==> src/rtl/key_debounce.sv <==
// rtl/key_debounce.sv - per-channel pushbutton synchronizer, debounce FSM and optional auto-repeat
// Each channel debounces active-low KEY into key_level plus one-cycle press/release pulses.
module key_debounce #(
  parameter int N             = 4,
  parameter int DB_CYCLES     = 250000,
  parameter int REPEAT_EN     = 0,
  parameter int REPEAT_DELAY  = 25000000,
  parameter int REPEAT_PERIOD = 5000000
) (
  input  logic         CLOCK_50,
  input  logic         Resetn,
  input  logic [N-1:0] KEY,
  output logic [N-1:0] key_level,
  output logic [N-1:0] key_press,
  output logic [N-1:0] key_release
);

  localparam int DBW  = $clog2(DB_CYCLES + 1);
  localparam int RMAX = (REPEAT_DELAY > REPEAT_PERIOD) ? REPEAT_DELAY : REPEAT_PERIOD;
  localparam int RW   = $clog2(RMAX + 1);
  localparam logic [DBW-1:0] DB_TERM = DBW'(DB_CYCLES - 1);
  localparam logic [RW-1:0]  RD_TERM = RW'(REPEAT_DELAY - 1);
  localparam logic [RW-1:0]  RP_TERM = RW'(REPEAT_PERIOD - 1);

  typedef enum logic [1:0] {IDLE, WAIT_PRESS, PRESSED, WAIT_RELEASE} state_t;

  logic [N-1:0]   sync1_q, sync1_d, sync2_q, sync2_d;
  state_t         state_q     [N];
  state_t         state_d     [N];
  logic [DBW-1:0] cnt_q       [N];
  logic [DBW-1:0] cnt_d       [N];
  logic [RW-1:0]  rep_cnt_q   [N];
  logic [RW-1:0]  rep_cnt_d   [N];
  logic [N-1:0]   rep_first_q, rep_first_d;
  logic [N-1:0]   key_level_q, key_level_d;
  logic [N-1:0]   key_press_q, key_press_d;
  logic [N-1:0]   key_release_q, key_release_d;
  logic [N-1:0]   held_q, held_d, accept_press, rep_fire;

  always_comb begin
    sync1_d       = KEY;
    sync2_d       = sync1_q;
    rep_first_d   = rep_first_q;
    key_level_d   = '0;
    key_press_d   = '0;
    key_release_d = '0;
    held_q        = '0;
    held_d        = '0;
    accept_press  = '0;
    rep_fire      = '0;
    for (int i = 0; i < N; i++) begin
      state_d[i]   = state_q[i];
      cnt_d[i]     = cnt_q[i];
      rep_cnt_d[i] = rep_cnt_q[i];
      // sync2_q is active-low: 0 means the button is currently pressed
      case (state_q[i])
        IDLE: begin
          if (!sync2_q[i]) begin
            state_d[i] = WAIT_PRESS;
            cnt_d[i]   = '0;
          end
        end
        WAIT_PRESS: begin
          if (sync2_q[i]) begin
            state_d[i] = IDLE;
            cnt_d[i]   = '0;
          end else if (cnt_q[i] == DB_TERM) begin
            state_d[i] = PRESSED;
            cnt_d[i]   = '0;
          end else begin
            cnt_d[i] = cnt_q[i] + DBW'(1);
          end
        end
        PRESSED: begin
          if (sync2_q[i]) begin
            state_d[i] = WAIT_RELEASE;
            cnt_d[i]   = '0;
          end
        end
        WAIT_RELEASE: begin
          if (!sync2_q[i]) begin
            state_d[i] = PRESSED;
            cnt_d[i]   = '0;
          end else if (cnt_q[i] == DB_TERM) begin
            state_d[i] = IDLE;
            cnt_d[i]   = '0;
          end else begin
            cnt_d[i] = cnt_q[i] + DBW'(1);
          end
        end
        default: begin
          state_d[i] = IDLE;
          cnt_d[i]   = '0;
        end
      endcase

      held_q[i]       = (state_q[i] == PRESSED) || (state_q[i] == WAIT_RELEASE);
      held_d[i]       = (state_d[i] == PRESSED) || (state_d[i] == WAIT_RELEASE);
      accept_press[i] = (state_q[i] == WAIT_PRESS) && (state_d[i] == PRESSED);

      // Repeats only fire while the key stays held, so a release-accept cycle never doubles up
      if (REPEAT_EN != 0) begin
        if (accept_press[i]) begin
          rep_cnt_d[i]   = '0;
          rep_first_d[i] = 1'b1;
        end else if (held_q[i] && held_d[i]) begin
          if (rep_cnt_q[i] == (rep_first_q[i] ? RD_TERM : RP_TERM)) begin
            rep_fire[i]    = 1'b1;
            rep_cnt_d[i]   = '0;
            rep_first_d[i] = 1'b0;
          end else begin
            rep_cnt_d[i] = rep_cnt_q[i] + RW'(1);
          end
        end else begin
          rep_cnt_d[i]   = '0;
          rep_first_d[i] = 1'b0;
        end
      end else begin
        rep_cnt_d[i]   = '0;
        rep_first_d[i] = 1'b0;
      end

      key_level_d[i]   = held_d[i];
      key_press_d[i]   = accept_press[i] || rep_fire[i];
      key_release_d[i] = (state_q[i] == WAIT_RELEASE) && (state_d[i] == IDLE);
    end
  end

  always_ff @(posedge CLOCK_50 or negedge Resetn) begin
    if (!Resetn) begin
      sync1_q       <= '1;
      sync2_q       <= '1;
      rep_first_q   <= '0;
      key_level_q   <= '0;
      key_press_q   <= '0;
      key_release_q <= '0;
      for (int i = 0; i < N; i++) begin
        state_q[i]   <= IDLE;
        cnt_q[i]     <= '0;
        rep_cnt_q[i] <= '0;
      end
    end else begin
      sync1_q       <= sync1_d;
      sync2_q       <= sync2_d;
      rep_first_q   <= rep_first_d;
      key_level_q   <= key_level_d;
      key_press_q   <= key_press_d;
      key_release_q <= key_release_d;
      for (int i = 0; i < N; i++) begin
        state_q[i]   <= state_d[i];
        cnt_q[i]     <= cnt_d[i];
        rep_cnt_q[i] <= rep_cnt_d[i];
      end
    end
  end

  assign key_level   = key_level_q;
  assign key_press   = key_press_q;
  assign key_release = key_release_q;

endmodule

==> config.mk <==
export PLATFORM = sky130hd
export DESIGN_NAME = key_debounce
export DESIGN_NICKNAME = d
export VERILOG_FILES = /design/src/rtl/key_debounce.sv
export SDC_FILE = /design/constraint.sdc
export NUM_CORES = 1
export LEC_CHECK = 0
export BUFFER_PORTS_ARGS = -buffer_cell sky130_fd_sc_hd__buf_2
export CAP_MARGIN = 25
export CORE_MARGIN = 3
export CORE_UTILIZATION = 30
export DETAILED_ROUTE_END_ITERATION = 10
export GPL_TIMING_DRIVEN = 0
export HOLD_SLACK_MARGIN = 0.1
export RECOVER_POWER = 100
export SYNTH_ARGS = -nofsm -noshare
export SYNTH_HDL_FRONTEND = slang
export SYNTH_SLANG_ARGS = --single-unit
==> constraint.sdc <==
create_clock -name CLOCK_50 -period 2 [get_ports CLOCK_50]
set_input_delay 0.5 -clock CLOCK_50 [delete_from_list [all_inputs] [get_ports CLOCK_50]]
set_output_delay 0.5 -clock CLOCK_50 [all_outputs]
set_load 0.02 [all_outputs]
==> results.yml, run 1 <==
run_status:
  outcome: "completed"
detailed_routing:
  wl_met1_um: 5480
  drt-wirelength-per-cell_um: 14.3
  vias: 4298
  wl_met3_um: 509
  highest_layer: "met4"
  drt_iter0_markers: 297
  antenna_left: 0
  wl_um: 11600
  vias_per_cell: 5.30
  drc_errors: 0
  dr.pass1.iters: 7
  wl_met2_um: 5560
timing:
  final-setup-viol-count: 0
  slew_violations: 0
  slew_headroom_pct: 0.474
  fin_crit_sh_pct: 93.8
  final_hold_viol_count: 0
  max_freq_ghz: 0.533
  skew_ps: 8.48
  tightest_slew_ps: 1490
  min_period_ps: 1880
critical_path:
  start_kind: "flip-flop"
  cp_max_fo: 10
  arrival_ps: 2110
  crit_path_end_kind: "flip-flop"
  regToRegEndpoint: "cnt_q[14]"
  rr_startpoint: "cnt_q[5]"
  worstSetupPathType: "flip-flop to flip-flop"
  cp_data_required_time_ps: 2240
  r2r_cells: 6
  worst-r2r-setup-slack_ps: 120
final_layout:
  diodes: 0
  nets: 596
  fin_util_pct: 35.7
  drive_gt1_share_pct: 14.4
  fillers: 1688
  syn_to_final_growth_pct: 15.0
floorplanning:
  start_util_pct: 31.0
  chipWidth_um: 138
  dieHeight_um: 138
  coreArea_um2: 16800
  row_count: 47
  boundaryPins: 18
  fp.dieArea_um2: 19000
clocking:
  cts_root_buffer: "clkbuf_16"
  clock_path_buffers: 2
  tritoncts: "done"
  insertion_delay_ps: 350
  cts.sinks: 98
  holdBufCountCts: 0
  h-tree-depth: 3
  cts_buffers: 9
  clk_pin_slew_ps: 70
synth:
  synth_edf_count: 0
  synth-async-reset-ratio_pct: 100
  yosys.area_share.adder_pct: 0.959
  syn-cell-area_um2: 5220
  ys_seq_elements: 98
  synth_compound_area_share_pct: 14.0
  synth-xor-area-share_pct: 1.27
  yosys.area.top_type: "dfrtp_1"
  synth_warnings: 0
  yosysSeqAreaShare_pct: 47.2
  synth.distinct_cells: 64
  synth_top_family_by_area: "simple AND/OR/NAND/NOR gates"
  syn_avg_cell_area_um2: 9.42
  synth_fp_nets: 564
  synth_top_area_share_pct: 43.2
  yosys-top-cells-area: "dfrtp_1, nand3_1, nand2_1, dfstp_2, a21oi_1"
  yosys.area_share.simple_pct: 29.6
  synthMuxAreaShare_pct: 2.52
  synth-main-ff-cell: "dfrtp_1"
  synthCells: 554
global_route:
  first_global_vias: 4139
  track_usage_pct: 13.0
  overflow: 0
  grt_max_degree: 58
  grt_pass1_wl_um: 20100
  antenna_found_initial: 0
power:
  p_total_mw: 4.33
  power_leakage_nw: 2.51
  peakVddDrop_mv: 0.528
  powerDensity_nw_per_um2: 721
run:
  drv_cap: 0
min_path:
  holdPathEnd: "sync1_q[3]"
  min_from: "KEY[3]"
  hp-class: "input port to flip-flop"
  holdPathStages: 1
placed_design:
  hpwl_um: 7800
  io_buffers: 17
  globalplace.congestion: 0.868
[metal layers]
metal  global-route usage [%]  vias up
li1                         -     2077
met1                     17.2     2122
met2                     21.2       93
met3                     3.52        6
met4                     3.51        0
met5                        0        -
[placed cells by master (no fill, tap or decap), drive strengths merged, types with 6 or more instances in the layout]
| cell type | n |
|---|---|
| and2 | 9 |
| nor3 | 22 |
| dfstp | 8 |
| nor4 | 9 |
| o21ai | 39 |
| clkbuf | 32 |
| and4 | 6 |
| nand4 | 23 |
| a21o | 13 |
| nor2 | 41 |
| buf | 21 |
| or3 | 17 |
| nand3 | 54 |
| dfrtp | 90 |
| inv | 24 |
| a21oi | 37 |
| mux2i | 12 |
| nand2 | 60 |
| and3 | 11 |
[synth_stat cells, types with 5 or more instances]
cell      instances
a21o_1           13
a22o_1            5
buf_4             5
nand3_1          53
a21oi_1          35
and2_1            7
nor2_1           38
dfstp_2           8
or3_1            17
nand2_1          58
and3_1           11
o21ai_0          28
clkbuf_1          6
o21ai_1          11
mux2i_1          12
nand4_1          19
inv_1            24
nor3_1           20
dfrtp_1          90
[flip-flops by register name, summed over array words and instances, names as in the netlist]
signal and flops:
key_press 4, key_release 4, cnt_q 72, key_level 2, sync1_q 4, state_q 8
sync2_q 4
[where the power goes]
| part | total [mW] | leakage [nW] | switching [mW] | internal [mW] |
|---|---|---|---|---|
| logic | 0.234 | 1.01 | 0.153 | 0.0814 |
| registers | 2.04 | 1.33 | 0.0292 | 2.01 |
| clock network | 2.05 | 0.176 | 0.765 | 1.29 |
| total | 4.33 | 2.51 | 0.947 | 3.38 |
[metrics by stage]
stage / std cells / area [um2] / setup TNS [ps] / worst slack (ps) / hold WS, ps
6_report: 811 / 6000 / 0 / 123 / 243
3_3_place_gp: 791 / 5580 / -53970 / -599 / 347
2_1_floorplan: 554 / 5220 / 0 / 235 / 204
3_5_place_dp: 792 / 5610 / -107 / -42.0 / 348
5_1_grt: 811 / 6000 / -11.9 / -11.9 / 219
4_1_cts: 810 / 5980 / 0 / 13.0 / 222
[worst max path at each step]
stage | start | endpoint | slack, ps
floorplan | cnt_q[54] | cnt_q[66] | 240
global placement | Resetn | cnt_q[34] | -600
detailed placement | cnt_q[54] | cnt_q[66] | -40
CTS | cnt_q[54] | cnt_q[66] | 10
global route | sync2_q[0] | cnt_q[70] | -10
finish | cnt_q[5] | cnt_q[14] | 120
[critical path, stage by stage (launching register included)]
cell      delay [ps]
dfrtp_1          430
and4bb_1         290
nand4_1          180
o31ai_4          390
buf_6            200
o21ai_1           80
a21o_1           200
[kinds of logic (layout without fill, tap and decap cells)]
logic type                 Yosys count  after routing
and+or+nand+nor                    274            274
AOI/OAI and AO/OA                  115            115
DFF                                 98             98
buffers and inverters               45             82
muxes                               13             13
xor gates and xnor gates             5              5
adders and majority gates            4              4
[area by class of cell]
| cell class | instances | area [um2] | share of cell area (%) |
|---|---|---|---|
| inverters | 24 | 90.1 | 1.50 |
| plain buffers | 20 | 149 | 2.48 |
| flip-flops and latches | 98 | 2460 | 41.0 |
| multi-input cells | 411 | 2530 | 42.2 |
| well taps | 220 | 275 | 4.59 |
| clock inverters | 5 | 100 | 1.67 |
| repair buffers | 22 | 141 | 2.36 |
| clock buffers | 11 | 253 | 4.21 |
[what timing repair did]
action / 4_1_cts / 5_1_grt
pin swaps: 1 / 2
gates resized for setup: 1 / 13
cloned: 0 / 0
setup endpoints to repair: 5 / 34
buffers inserted: 2 / 2
No activity file was read; power rests on OpenSTA's default activity.
==> inputs of run 2 (changes only) <==
Settings changed: PLACE_DENSITY set to 0.56.
==> results.yml, run 2 (synthesized netlist as in run 1, its figures left out) <==
run_status:
  outcome: "completed"
global_route:
  grt_pass1_wl_um: 20000
  track_usage_pct: 12.8
  first_global_vias: 4097
  grt_max_degree: 53
  overflow: 0
  antenna_found_initial: 0
detailed_routing:
  vias_per_cell: 5.19
  wl_um: 11400
  vias: 4226
  dr.pass1.iters: 5
  drt_iter0_markers: 260
  antenna_left: 0
  drt-wirelength-per-cell_um: 14.0
  drc_errors: 0
timing:
  fin_crit_sh_pct: 95.3
  fin_tns_setup_ps: 0
  holdWs_ps: 249
  slew_violations: 0
  final_hold_viol_count: 0
  min_period_ps: 1910
  tightest_slew_ps: 1220
  slew_headroom_pct: 18.6
  max_freq_ghz: 0.525
  rsz0062_at_grt: "no"
  final-setup-viol-count: 0
  skew_ps: 10.8
floorplanning:
  coreArea_um2: 16800
  start_util_pct: 31.0
  chipWidth_um: 138
  boundaryPins: 18
  row_count: 47
  fp.dieArea_um2: 19000
  dieHeight_um: 138
min_path:
  hp-class: "input port to flip-flop"
  min_from: "KEY[0]"
  holdPathEnd: "sync1_q[0]"
  holdPathStages: 1
clocking:
  holdBufCountCts: 0
  insertion_delay_ps: 350
  clk_pin_slew_ps: 70
  cts.sinks: 98
  tritoncts: "done"
  cts_root_buffer: "clkbuf_16"
  cts_buffers: 9
  h-tree-depth: 3
  clock_path_buffers: 2
critical_path:
  rr_startpoint: "cnt_q[36]"
  crit_path_end_kind: "flip-flop"
  cp_data_required_time_ps: 2270
  worstSetupPathType: "flip-flop to flip-flop"
  start_kind: "flip-flop"
  crit_family: "simple AND/OR/NAND/NOR gates"
  worst-r2r-setup-slack_ps: 90
  crit_top_cell: "buf_6"
  path_cells: "ha_2, and3_1, and4b_1, a21oi_4, buf_6, buf_6, nand4_1, mux2i_1"
  r2r_cells: 8
  crit_buf_inv: 2
  cp_slowest_cell: "dfrtp_1"
  regToRegEndpoint: "cnt_q[48]"
  arrival_ps: 2170
  cpPeakStageDelay_ps: 420
  crit_start: "cnt_q[36]"
  cp_max_fo: 10
placed_design:
  dp.cells: 792
  hpwl_um: 7680
  placed_area_um2: 5610
  globalplace.congestion: 0.831
  io_buffers: 17
final_layout:
  nets: 599
  syn_to_final_growth_pct: 13.7
  largest_reg_flops: 72
  finalInstanceArea_um2: 5930
  layout_common_cells: "dfrtp_1, nand2_1, nand3_1, nor2_1"
  fin_cells: 814
  diodes: 0
  regMostFlops: "cnt_q"
  reg_top3: "cnt_q (72), state_q (8)"
  mostFrequentLayoutCell: "dfrtp_1"
  drive_gt1_share_pct: 13.5
power:
  power_leakage_nw: 2.48
  peakVddDrop_mv: 0.338
  powerDensity_nw_per_um2: 652
run:
  drv_cap: 0
[run 2: layout make-up]
type / instances / area (um2)
inverter: 24 / 90.1
multi-input combinational: 411 / 2530
timing repair buffer: 25 / 163
sequential: 98 / 2460
clock inverter: 5 / 31.3
tap: 220 / 275
clock buffer: 11 / 233
fill: 1722 / 10900
buffer: 20 / 149
[run 2: worst max-delay path by stage]
stage / cells past startpoint / slack (ps) / end
6_report: 8 / 90 / cnt_q[48]
5_1_grt: 6 / 2 / state_q[6]
4_1_cts: 8 / 40 / cnt_q[48]
3_5_place_dp: 8 / -60 / cnt_q[70]
3_3_place_gp: 1 / -620 / cnt_q[34]
2_1_floorplan: 8 / 240 / cnt_q[66]
[run 2: worst reg2reg max path, delay by kind of cell (launching register included)]
kind	cells	cell delay [ps]
buffers and inverters	2	320
adder cells (fa/ha/maj)	1	220
flip-flops	1	420
AO/OA/AOI/OAI	1	180
multiplexers	1	130
AND/OR/NAND/NOR	3	550
[run 2: power breakdown]
part	leakage [nW]	switching (mW)	internal [mW]	total, mW
combinational	1.02	0.154	0.0851	0.239
sequential	1.33	0.0281	2.01	2.04
clock	0.129	0.745	0.840	1.59
total	2.48	0.927	2.94	3.87
[run 2: repair_timing]
item,4_1_cts,5_1_grt
pin swaps,1,1
resized for setup,2,11
gates cloned,1,0
buffers inserted,3,3
setup endpoints to repair,6,25
[run 2: metrics by stage]
step	setup slack, ps	util, %	power (mW)
2_1_floorplan	235	-	2.20
3_3_place_gp	-619	33.2	2.29
3_5_place_dp	-61.7	33.3	2.30
4_1_cts	38.0	35.1	3.93
5_1_grt	1.72	35.3	4.03
6_report	93.7	35.3	3.87
[run 2: routing by layer]
metal	part of all wire, %	GRT usage, %	vias to the layer above
li1	-	-	2091
met1	49	17.4	2069
met2	46	20.8	52
met3	2.8	2.03	14
met4	1.7	4.56	0
met5	0	0	-
